**config.mk**
```make
export PLATFORM = sky130hd
export DESIGN_NAME = octal_sub_seq_ctrl
export DESIGN_NICKNAME = d
export VERILOG_FILES = /design/src/rtl/octal_sub_seq_ctrl.sv
export SDC_FILE = /design/constraint.sdc
export NUM_CORES = 1
export LEC_CHECK = 0
export CAP_MARGIN = 20
export CORE_UTILIZATION = 55
export CTS_CLUSTER_DIAMETER = 30
export DETAILED_ROUTE_END_ITERATION = 10
export PLACE_DENSITY = 0.84
export SLEW_MARGIN = 10
export SYNTH_ARGS = -nofsm -noshare
export SYNTH_HDL_FRONTEND = slang
export SYNTH_SLANG_ARGS = --single-unit
```
**constraint.sdc**
```tcl
create_clock -name clk -period 4.9 [get_ports clk]
set_input_delay 0.98 -clock clk [delete_from_list [all_inputs] [get_ports clk]]
set_output_delay 0.98 -clock clk [all_outputs]
set_load 0.005 [all_outputs]
```
**src/rtl/octal_sub_seq_ctrl.sv**
```systemverilog
// octal_sub_seq_ctrl: digit-serial four-digit octal subtractor with optional magnitude pass
module octal_sub_seq_ctrl (
    input  logic        clk,
    input  logic        rst,
    input  logic        start,
    input  logic [11:0] a,
    input  logic [11:0] b,
    input  logic        cin,
    input  logic        abs_mode,
    output logic        busy,
    output logic        done,
    output logic [11:0] d,
    output logic        bout,
    output logic        neg
);
    typedef enum logic [1:0] {IDLE, SUB, NEG, DONE} state_t;
    state_t      state_q, state_d;
    logic [1:0]  idx_q, idx_d;
    logic        borrow_q, borrow_d, abs_q, abs_d, bout_q, bout_d, neg_q, neg_d;
    logic [11:0] a_q, a_d, b_q, b_d, d_q, d_d;
    logic [3:0]  sh, sub_r, neg_r;
    logic [2:0]  a_dig, b_dig, d_dig, dig;
    logic [11:0] d_ins;
    // current digit slice, both digit subtractors and the merged d with digit idx replaced
    always_comb begin
        sh    = {1'b0, idx_q, 1'b0} + {2'b00, idx_q};
        a_dig = 3'(a_q >> sh);
        b_dig = 3'(b_q >> sh);
        d_dig = 3'(d_q >> sh);
        sub_r = {1'b0, a_dig} - {1'b0, b_dig} - {3'b000, borrow_q};
        neg_r = 4'd0 - {1'b0, d_dig} - {3'b000, borrow_q};
        dig   = (state_q == SUB) ? sub_r[2:0] : neg_r[2:0];
        d_ins = (d_q & ~(12'h007 << sh)) | ({9'd0, dig} << sh);
    end
    // next-state logic: operand capture, one digit per cycle, optional negate pass
    always_comb begin
        state_d  = state_q;
        idx_d    = idx_q;
        borrow_d = borrow_q;
        abs_d    = abs_q;
        bout_d   = bout_q;
        neg_d    = neg_q;
        a_d      = a_q;
        b_d      = b_q;
        d_d      = d_q;
        case (state_q)
            IDLE: if (start) begin
                a_d      = a;
                b_d      = b;
                abs_d    = abs_mode;
                borrow_d = cin;
                idx_d    = 2'd0;
                d_d      = 12'd0;
                bout_d   = 1'b0;
                neg_d    = 1'b0;
                state_d  = SUB;
            end
            SUB: begin
                d_d      = d_ins;
                borrow_d = sub_r[3];
                idx_d    = idx_q + 2'd1;
                if (idx_q == 2'd3) begin
                    bout_d   = sub_r[3];
                    borrow_d = 1'b0;
                    state_d  = (abs_q && sub_r[3]) ? NEG : DONE;
                end
            end
            NEG: begin
                d_d      = d_ins;
                borrow_d = neg_r[3];
                idx_d    = idx_q + 2'd1;
                if (idx_q == 2'd3) begin
                    neg_d   = 1'b1;
                    state_d = DONE;
                end
            end
            default: state_d = IDLE;
        endcase
    end
    // state register with synchronous reset
    always_ff @(posedge clk) begin
        if (rst) begin
            state_q  <= IDLE;
            idx_q    <= 2'd0;
            borrow_q <= 1'b0;
            abs_q    <= 1'b0;
            bout_q   <= 1'b0;
            neg_q    <= 1'b0;
            a_q      <= 12'd0;
            b_q      <= 12'd0;
            d_q      <= 12'd0;
        end else begin
            state_q  <= state_d;
            idx_q    <= idx_d;
            borrow_q <= borrow_d;
            abs_q    <= abs_d;
            bout_q   <= bout_d;
            neg_q    <= neg_d;
            a_q      <= a_d;
            b_q      <= b_d;
            d_q      <= d_d;
        end
    end
    assign busy = (state_q == SUB) || (state_q == NEG);
    assign done = (state_q == DONE);
    assign d    = d_q;
    assign bout = bout_q;
    assign neg  = neg_q;
endmodule

```
## Yosys cells after proc, flatten, opt, wreduce, memory -nomap -nowiden

Index checks and enable logic that the tools add are counted.

| operators by class | value |
|---|---|
| eq/ne operators | 7 |
| bitwise operators | 3 |
| reductions and logical operators | 14 |
| add/sub/neg operators | 6 |
| shift-type cells | 5 |
| multiplexer cells | 18 |

Operator list:

| cell | number |
|---|---|
| >> shifter 12 x 4 -> 3 bit | 3 |
| one-hot mux 12 bit (2 select lines) | 1 |
| bitwise AND 12 bit | 1 |
| two-way mux 12 bit | 1 |
| NOT 12 bit | 1 |
| OR 12 bit | 1 |
| << shifter 3 x 4 -> 12 bit | 1 |
| << shifter 3 x 4 -> 12 bit, first input constant | 1 |
| AND reduction 3 bit | 3 |
| two-way mux 2 bit | 4 |
| subtractor 4 x 1 -> 4 bit | 2 |
| equality test 2 bit, second input constant | 3 |
| two-way mux 1 bit | 6 |
| inequality test 2 bit, second input constant | 3 |
| one-hot mux 2 bit (3 select lines) | 1 |
| AND reduction 2 bit | 3 |
| nonzero test 2 bit | 3 |
| adder 3 x 2 -> 4 bit | 1 |
| one-hot mux 1 bit (2 select lines) | 2 |
| one-hot mux 2 bit (2 select lines) | 1 |
| subtractor 1 x 3 -> 4 bit, first input constant | 1 |
| subtractor 3 x 3 -> 4 bit | 1 |
| two-way mux 3 bit | 1 |
| one-hot mux 1 bit (3 select lines) | 1 |
| other kinds (7) | 7 |

| storage, ports and cells | value |
|---|---|
| register bits after elaboration | 44 |
| word-level logic and storage cells | 62 |

## Longest topological paths before layout

Gate-level depths: netlist (run 1).

| depth | value |
|---|---|
| word-level depth | 8 |
| gate-level depth with buffers | 19 |

## Least setup slack after synthesis (run 1)

OpenSTA, ideal clock, no wires.

| timing | value |
|---|---|
| kind | register -> register |
| start | reg idx_q[0] |
| end | reg d_q[7] (netlist: d[7]) |
| setup time | 128 ps |
| arrival | 3996 ps |
| required time | 4772 ps |
| clock period less this slack | 4124 ps |
| path buffers | 4 |
| stages on the path, launching flop included | 19 |
| path slack | 776 ps |
| cell sequence | dfxtp_1 inv_1 clkbuf_1 ha_1 buf_6 buf_2 buf_2 mux4_2 nand2_1 a21oi_1 a31oi_1 fa_1 inv_1 fa_1 inv_1 mux4_2 a22o_1 a32oi_1 nor2_1 |

| between the ends | value |
|---|---|
| word-level cells in the longest chain between the ends | 8 |
| elaborated cells between the ends (all ways) | 15 |
| classes of those cells | add/sub: 5; shift: 5; mux: 2; bitwise: 3 |

Ends and longest elaborated chain:

| what | line | source |
|---|---|---|
| start, declared | 18 | `logic [1:0] idx_q, idx_d;` |
| start signal, assigned | 94 | `idx_q <= idx_d;` |
| adder 3 x 2 -> 4 bit (*) | 26 | `sh = {1'b0, idx_q, 1'b0} + {2'b00, idx_q};` |
| >> shifter 12 x 4 -> 3 bit, on equally long branches | 29, 27, 28 |  |
| subtractor 1 x 3 -> 4 bit or subtractor 3 x 3 -> 4 bit (tied branches) | 31, 30 |  |
| subtractor 4 x 1 -> 4 bit, on equally long branches | 31, 30 |  |
| two-way mux 3 bit | 32 | `dig = (state_q == SUB) ? sub_r[2:0] : neg_r[2:0];` |
| << shifter 3 x 4 -> 12 bit | 33 | `d_ins = (d_q & ~(12'h007 << sh)) \| ({9'd0, dig} << sh);` |
| OR 12 bit (*) | 33 |  |
| one-hot mux 12 bit (2 select lines) (*) | 46 | `case (state_q)` |
| end signal, assigned | 91 | `d_q <= 12'd0;` |
| end signal, assigned | 101 | `d_q <= d_d;` |
| end, declared | 20 | `logic [11:0] a_q, a_d, b_q, b_d, d_q, d_d;` |

Every way passes the cells marked *; elsewhere a longest branch is shown, timed or not.
A chain may end at the register's enable or synchronous reset.

## Final worst setup path (run 1)

| timing | value |
|---|---|
| start | reg idx_q[1] |
| end | reg d_q[7] (netlist: d[7]) |

The elaborated chain is that of the path after synthesis.

==> results of run 1 <==
## Yosys cell counts, types with 8 or more instances
master	n	share of area
nor2_1	22	0.026
a21oi_1	42	0.067
inv_1	16	0.019
ha_1	17	0.068
nand2_1	80	0.096
clkbuf_1	13	0.016
mux2i_1	18	0.058
mux2_2	11	0.040
dfxtp_1	44	0.28
o21ai_0	13	0.021
buf_2	8	0.013
## worst max-delay path, cell delays in order, from the launching register on
cell	delay, ps
dfxtp_1	420
inv_1	120
ha_1	660
buf_4	290
mux2i_1	260
nand2_1	80
nand3_1	100
a21oi_1	60
a31oi_1	200
fa_1	230
inv_1	60
fa_1	520
inv_1	40
mux4_2	470
a22o_1	240
a32oi_1	200
nor2_1	50
## cell families after synthesis
family | Yosys count | share of synthesized area
compound gates | 106 | 0.224
xor+xnor | 1 | 0.00280
fa+ha+maj | 19 | 0.0809
buf+inv | 45 | 0.0645
flops | 44 | 0.282
mux | 36 | 0.148
simple gates | 140 | 0.199
## area by class of cell
class / instances / share of cell area
clock buffers: 6 / 0.0225
multi-input cells: 302 / 0.556
repair buffers: 51 / 0.134
flip-flops and latches: 44 / 0.240
well taps: 72 / 0.0245
inverters: 18 / 0.0184
clock inverters: 2 / 0.00409
## where the power goes
group | internal (W) | switching [W] | total [W]
sequential | 0.000418 | 0.0000548 | 0.000473
clock | 0.000114 | 0.000132 | 0.000246
combinational | 0.000499 | 0.000720 | 0.00122
## state kept, by name (all words and copies together) (netlist names)
signal,count
neg,1
a_q,12
idx_q,2
bout,1
b_q,12
borrow_q,1
d,12
abs_q,1
state_q,2
## per-stage QoR
stage / cell area (sq um) / utilization / cells / power [W] / setup WS (ps)
floorplan: 3130 / - / 391 / 0.00140 / 776
global placement: 3570 / 0.649 / 487 / 0.00164 / 975
detailed placement: 3570 / 0.649 / 487 / 0.00167 / 789
CTS: 3670 / 0.667 / 495 / 0.00192 / 752
global route: 3670 / 0.667 / 495 / 0.00207 / 442
finish: 3670 / 0.667 / 495 / 0.00194 / 750
## path summary, 6_finish.rpt
| kind | slack, ps | end |
|---|---|---|
| setup / recovery | 750 | d[7] |
| hold / removal | 470 | a_q[0] |
| setup reg to reg | 750 | d[7] |
| hold reg to reg | 470 | a_q[0] |
## routing by layer
metal	global-route usage	up-vias	part of all wire
li1	-	1457	-
met1	0.346	1400	0.43
met2	0.453	146	0.48
met3	0.0471	28	0.058
met4	0.143	0	0.038
met5	0	-	0
==> results.ini, run 1 <==
[floorplan]
die_width_um = 77.4
core_sq_um = 5510
start_util = 0.568
dieArea_sq_um = 5990
ios = 45
rows = 27
die_h_um = 77.4

[pwr]
p_per_area_nw_per_um2 = 528
p_leak_nw = 1.35
vdd_drop_max_mv = 0.232

[setup_path]
reg2reg_depth = 16
critPathKind = register to register
startpoint = idx_q[1]
crit_fanout = 14
crit_path_start_kind = register
end_kind = register
worstReg2RegStart = idx_q[1]
arrival_ps = 4320
cp.required_ps = 5070

[sta]
hold_slack_ps = 469
hold_viol = 0
finalSetupTns_ps = 0
worst_pin_slew_ps = 806
finalCritPeriodShare = 0.847
max_freq_mhz = 241
fin_skew_ps = 5.16
finalSetupViolCount = 0
fin_crit_ps = 4150
slew-limit-headroom = 0.463
drv_slew = 0
grt_setup_unrepaired = no

[route]
route.vias.total = 3031
drt_iter0_drc = 204
wl_per_cell_um = 15.9
ant_nets = 0
dr.pass1.iters = 5
wl_mm = 7.88
viasPerCell = 6.12
remaining_drc_errors = 0

[place]
routabilityCongestion = 0.948
portBuffers = 44
hpwl_mm = 5.80

[final_layout]
n_fill_cell = 471
layout_commonest_cell = nand2_1
area_growth_syn_to_layout_pct = 17.5
regArea_sq_um = 881
n_antenna_cell = 0
nNetsFinal = 470
multi_input_area_sq_um = 2040
drive_gt1_frac = 0.0898
final_cell_mix = nand2_1, dfxtp_1, clkdlybuf4s50_1

[yosys]
synth_area_sq_um = 3130
avgSynthCellArea_sq_um = 7.99
synth-main-ff-cell = dfxtp_1
synthDistinctLibCells = 56
ys_async_sr_fraction = 0
synth_edf_count = 0
seq_area_frac_synth = 0.282
netlist_instances = 391
yosys_warnings = 0
syn-num-nets = 439
ys_ff_latch = 44

[cts]
clockRootBuffer = clkbuf_8
path_clk_slew_ps = 80
clock_latency_ps = 300
cts_tree = done
cts_setup_buffers = 0
clk_path_buf_depth = 2
cts_made_buffers = 5
ctsResizeCount = 0
htreeDepth = 2
cts_num_sinks = 44
hold_buffers = 0

[status]
status = finished clean

[global_routing]
grt_usage = 0.276
antenna_found_initial = 0
grt_overflow = 0
grt_pass1_vias = 2799
grt_max_degree = 45
grt_pass1_wl_mm = 13.2

[worst_hold_path]
hold_path_class = register to register
min_from = a_q[0]
min_path_cells = 2

[flow_run]
maxCapViolCount = 0

(Power assumes the default switching activity.)
==> inputs of run 2 (changes only) <==
==> constraint.sdc (replaced) <==
create_clock -name clk -period 4.1 [get_ports clk]
set_input_delay 0.82 -clock clk [delete_from_list [all_inputs] [get_ports clk]]
set_output_delay 0.82 -clock clk [all_outputs]
set_load 0.005 [all_outputs]
==> run 2 against run 1 <==
  * The flow now finishes with violations (DRC)
  * First-iteration DRC count rose by 14%
  * Register-to-register slack got worse by 450 ps
  * Clock power rose by 20%
  * Clock skew fell by 1.2 ps
  * Cell count rose by 0.61%
  * Sequential share of layout area fell by 0.27 points
  * Core utilization rose by 0.77 points
  * Global-route usage rose by 0.79 points
  * Non-clock buffer count rose by 3
  * Worst hold slack improved by 9.9 ps
  * Count of clock-buffer cells in the layout did not move
  * Critical path type unchanged
  * Critical endpoint is now d[5]
==> results.ini, run 2 (synthesized netlist as in run 1, its figures left out) <==
[cts]
cts_made_buffers = 5
path_clk_slew_ps = 90
clk_path_buf_depth = 2
clockRootBuffer = clkbuf_8
clock_latency_ps = 300
cts_setup_buffers = 0
cts_tree = done
htreeDepth = 2
hold_buffers = 0
ctsResizeCount = 0
cts_num_sinks = 44

[sta]
finalSetupViolCount = 0
slew-limit-headroom = 0.443
fin_crit_ps = 3800
hold_viol = 0
grt_setup_unrepaired = no
drv_slew = 0
fin_skew_ps = 4.00
finalCritPeriodShare = 0.927
max_freq_mhz = 263
worst_pin_slew_ps = 833
finalSetupTns_ps = 0

[route]
ant_nets = 0
dr.pass1.iters = 8
route.vias.total = 3002
wl_per_cell_um = 16.2
remaining_drc_errors = 2
drt_iter0_drc = 232
viasPerCell = 6.03
wl_mm = 8.06

[floorplan]
rows = 27
start_util = 0.568
core_sq_um = 5510
dieArea_sq_um = 5990
ios = 45
die_h_um = 77.4
die_width_um = 77.4

[setup_path]
rrSetupSlack_ps = 300
arrival_ps = 3970
crit_chain = inv_1 > buf_4 > ha_1 > inv_1 > nand2_1 > a21oi_1 > a31oi_1 > fa_1 > inv_1 > fa_1 > inv_1 > mux4_2 > nor2b_1 > a22oi_1 > o41ai_1
worstReg2RegStart = idx_q[0]
reg2reg_depth = 15
cp_slowest_cell = fa_1
crit_path_start_kind = register
startpoint = idx_q[0]
cp.required_ps = 4270
crit_fanout = 13
crit_top_cell = inv_1
crit_buf_inv = 5
rr_endpoint = d[5]
max_stage_delay_ps = 520
critPathKind = register to register
cp_top_family = adder cells
cp.depth = 15
end_kind = register
crit_end = d[5]

[final_layout]
final_cell_mix = nand2_1, dfxtp_1, clkdlybuf4s50_1
layout_commonest_cell = nand2_1
regArea_sq_um = 881
n_antenna_cell = 0
multi_input_area_sq_um = 2060
nNetsFinal = 473
n_fill_cell = 445
area_growth_syn_to_layout_pct = 18.9
drive_gt1_frac = 0.101

[pwr]
p_leak_nw = 1.37
total_power_w = 0.00236
p_per_area_nw_per_um2 = 636
vdd_drop_max_mv = 0.316

[status]
violations = DRC
status = complete, but fails checks

[global_routing]
grt_usage = 0.284
grt_pass1_vias = 2901
grt_overflow = 0
antenna_found_initial = 0
grt_pass1_wl_mm = 13.6
grt_max_degree = 45

[place]
portBuffers = 44
routabilityCongestion = 0.911
hpwl_mm = 5.94

[worst_hold_path]
hold_path_class = register to register

[flow_run]
maxCapViolCount = 0

## run 2: cell count changes in the layout (fill, tap and decap cells not counted), sizes merged
cell,previous run,this run
buf,7,10
## run 2: cell type report
cell class	count	area share
Clock buffer	6	0.0222
Sequential cell	44	0.237
Inverter	18	0.0182
Multi-Input combinational cell	302	0.555
Clock inverter	2	0.00404
Timing Repair Buffer	54	0.139
Tap cell	72	0.0243
## run 2: worst min-delay path: cells and delay by family (launching register included)
kind | cells | cell delay (ps)
simple gates | 1 | 50
compound gates | 1 | 50
flops | 1 | 330
## run 2: per-layer routing
metal,part of all wire,global-route usage,vias up
met4,0.023,0.125,0
met1,0.42,0.347,1379
li1,-,-,1465
met5,0,0,-
met3,0.061,0.0576,23
met2,0.50,0.481,135
## run 2: stage by stage
step / hold WS (ps) / utilization / area, sq um / setup WS [ps] / instances
after floorplan: 433 / - / 3130 / 40.3 / 391
after global placement: 457 / 0.653 / 3600 / 387 / 490
after detailed placement: 469 / 0.653 / 3600 / 154 / 490
after CTS: 482 / 0.671 / 3690 / 163 / 498
after global routing: 498 / 0.675 / 3710 / 46.3 / 498
final: 478 / 0.675 / 3710 / 301 / 498
## run 2: how the worst min path moves through the flow
stage / from / slack [ps] / depth (start not counted) / to
final: a_q[5] / 480 / 2 / a_q[5]
after global placement: a_q[0] / 460 / 2 / a_q[0]
after CTS: b_q[8] / 480 / 2 / b_q[8]
after global routing: b_q[0] / 500 / 2 / b_q[0]
after floorplan: b_q[0] / 430 / 2 / b_q[0]
after detailed placement: b_q[7] / 470 / 2 / b_q[7]
## run 2: where the power goes
part	switching (W)	total [W]	internal (W)	leakage, nW
combinational	0.000869	0.00150	0.000630	0.972
clock	0.000159	0.000295	0.000137	0.0434
sequential	0.0000679	0.000568	0.000500	0.359
total	0.00110	0.00236	0.00127	1.37
==> inputs of run 3 (changes only) <==
--- a/config.mk
+++ b/config.mk
@@ -6,10 +6,10 @@
 export NUM_CORES = 1
 export LEC_CHECK = 0
 export CAP_MARGIN = 20
-export CORE_UTILIZATION = 55
+export CORE_UTILIZATION = 59
 export CTS_CLUSTER_DIAMETER = 30
 export DETAILED_ROUTE_END_ITERATION = 10
-export PLACE_DENSITY = 0.84
+export PLACE_DENSITY = 0.89
 export SLEW_MARGIN = 10
 export SYNTH_ARGS = -nofsm -noshare
 export SYNTH_HDL_FRONTEND = slang
==> constraint.sdc (replaced) <==
create_clock -name clk -period 4.85 [get_ports clk]
set_input_delay 0.97 -clock clk [delete_from_list [all_inputs] [get_ports clk]]
set_output_delay 0.97 -clock clk [all_outputs]
set_load 0.005 [all_outputs]
==> run 3 against run 2 <==
  * The flow now finishes without violations
  * Core utilization is 4.7 points higher
  * Sequential share of layout area is 0.20 points higher
  * Cell count is 1.0% lower
  * Sequential cell count is the same
  * Critical path depth down 1
  * Die area down 6.6%
  * First-iteration DRC count increased by 28%
  * Clock skew about the same
==> results.ini, run 3 (synthesized netlist as in run 1, its figures left out) <==
[status]
status = finished clean

[cts]
clockRootBuffer = clkbuf_8
ctsResizeCount = 0
clk_path_buf_depth = 2
cts_num_sinks = 44
cts_tree = done
clock_latency_ps = 300
cts_made_buffers = 5
path_clk_slew_ps = 80
htreeDepth = 2
cts_setup_buffers = 0
hold_buffers = 0

[sta]
finalSetupViolCount = 0
fin_crit_ps = 4100
worst_pin_slew_ps = 891
slew-limit-headroom = 0.404
drv_slew = 0
fin_skew_ps = 3.94
finalCritPeriodShare = 0.845
fin_ws_ps = 752
hold_viol = 0
grt_setup_unrepaired = no
max_freq_mhz = 244
finalSetupTns_ps = 0

[final_layout]
n_antenna_cell = 0
final_cell_mix = nand2_1, dfxtp_1, clkdlybuf4s50_1
layout_commonest_cell = nand2_1
area_growth_syn_to_layout_pct = 17.9
nNetsFinal = 470
drive_gt1_frac = 0.0898
final_util = 0.721

[route]
wl_mm = 7.70
dr.pass1.iters = 6
route.vias.total = 2996
remaining_drc_errors = 0
viasPerCell = 6.08
ant_nets = 0
drt_iter0_drc = 298
wl_per_cell_um = 15.6

[floorplan]
dieArea_sq_um = 5590
die_width_um = 74.8
start_util = 0.612
core_sq_um = 5110
die_h_um = 74.8
rows = 26
ios = 45

[setup_path]
crit_chain = inv_1 > ha_1 > buf_4 > mux2_2 > o211ai_1 > a31oi_1 > fa_1 > inv_1 > fa_1 > nand2_1 > o21ai_0 > a2bb2oi_1 > or4_1 > a21oi_1
cp_slowest_cell = ha_1
arrival_ps = 4320
cp_top_family = adder cells
critPathKind = register to register
end_kind = register
crit_path_start_kind = register
crit_buf_inv = 3
cp.required_ps = 5070
max_stage_delay_ps = 540
crit_fanout = 14

[global_routing]
grt_usage = 0.294
grt_pass1_vias = 2657
grt_overflow = 0
antenna_found_initial = 0
grt_max_degree = 45
grt_pass1_wl_mm = 12.5

[flow_run]
maxCapViolCount = 0

[pwr]
p_sw_frac = 0.456
p_leak_nw = 1.36
pwr-share-clk = 0.143
power_switching_w = 0.000902
vdd_drop_max_mv = 0.283
intPower_w = 0.00108
sequentialPowerShare = 0.241
p_per_area_nw_per_um2 = 537
combinationalPowerShare = 0.616

[worst_hold_path]
hold_path_class = register to register

[place]
hpwl_mm = 5.53
dp_slack_ps = 862
routabilityCongestion = 0.912
portBuffers = 44

-- run 3: power groups by stage --
stage	Combinational (W)	Clock, W	Sequential (W)
after floorplan	0.000946	0	0.000472
after global placement	0.00116	0	0.000480
after detailed placement	0.00119	0	0.000483
after CTS	0.00120	0.000287	0.000476
after global routing	0.00134	0.000300	0.000485
final	0.00122	0.000284	0.000476
-- run 3: metal layers --
layer,vias up,share of wire,GRT usage
met1,1370,0.42,0.381
met4,0,0.031,0.122
met3,23,0.068,0.0442
met2,145,0.48,0.491
met5,-,0,0
li1,1458,-,-
-- run 3: path summary, 6_finish.rpt --
check                               from      to  slack, ps  cells past startpoint
worst max register to register  idx_q[1]   d[10]        750                     14
worst min register to register    a_q[1]  a_q[1]        470                      2
worst max-delay path            idx_q[1]   d[10]        750                     14
worst min-delay path              a_q[1]  a_q[1]        470                      2
-- run 3: metrics by stage --
step | power, W | cells | hold slack, ps | cell area (sq um)
4_1_cts | 0.00196 | 493 | 476 | 3680
6_report | 0.00198 | 493 | 475 | 3680
3_5_place_dp | 0.00167 | 485 | 463 | 3570
5_1_grt | 0.00213 | 493 | 488 | 3680
2_1_floorplan | 0.00142 | 391 | 433 | 3130
3_3_place_gp | 0.00164 | 485 | 455 | 3570
-- run 3: final cells by class --
cell class              instances  area, sq um
multi-input cells             302         2040
fillers                       423         1420
flip-flops and latches         44          881
repair buffers                 51          493
well taps                      70         87.6
clock buffers                   5         68.8
inverters                      18         67.6
clock inverters                 3         42.5
-- run 3: worst reg2reg max path: cells and delay by family, from the launching register on --
| kind | cells | cell delay, ps |
|---|---|---|
| AO/OA/AOI/OAI | 5 | 720 |
| adder cells (fa/ha/maj) | 3 | 1390 |
| buffers and inverters | 3 | 530 |
| flip-flops | 1 | 450 |
| multiplexers | 1 | 370 |
| AND/OR/NAND/NOR | 2 | 560 |
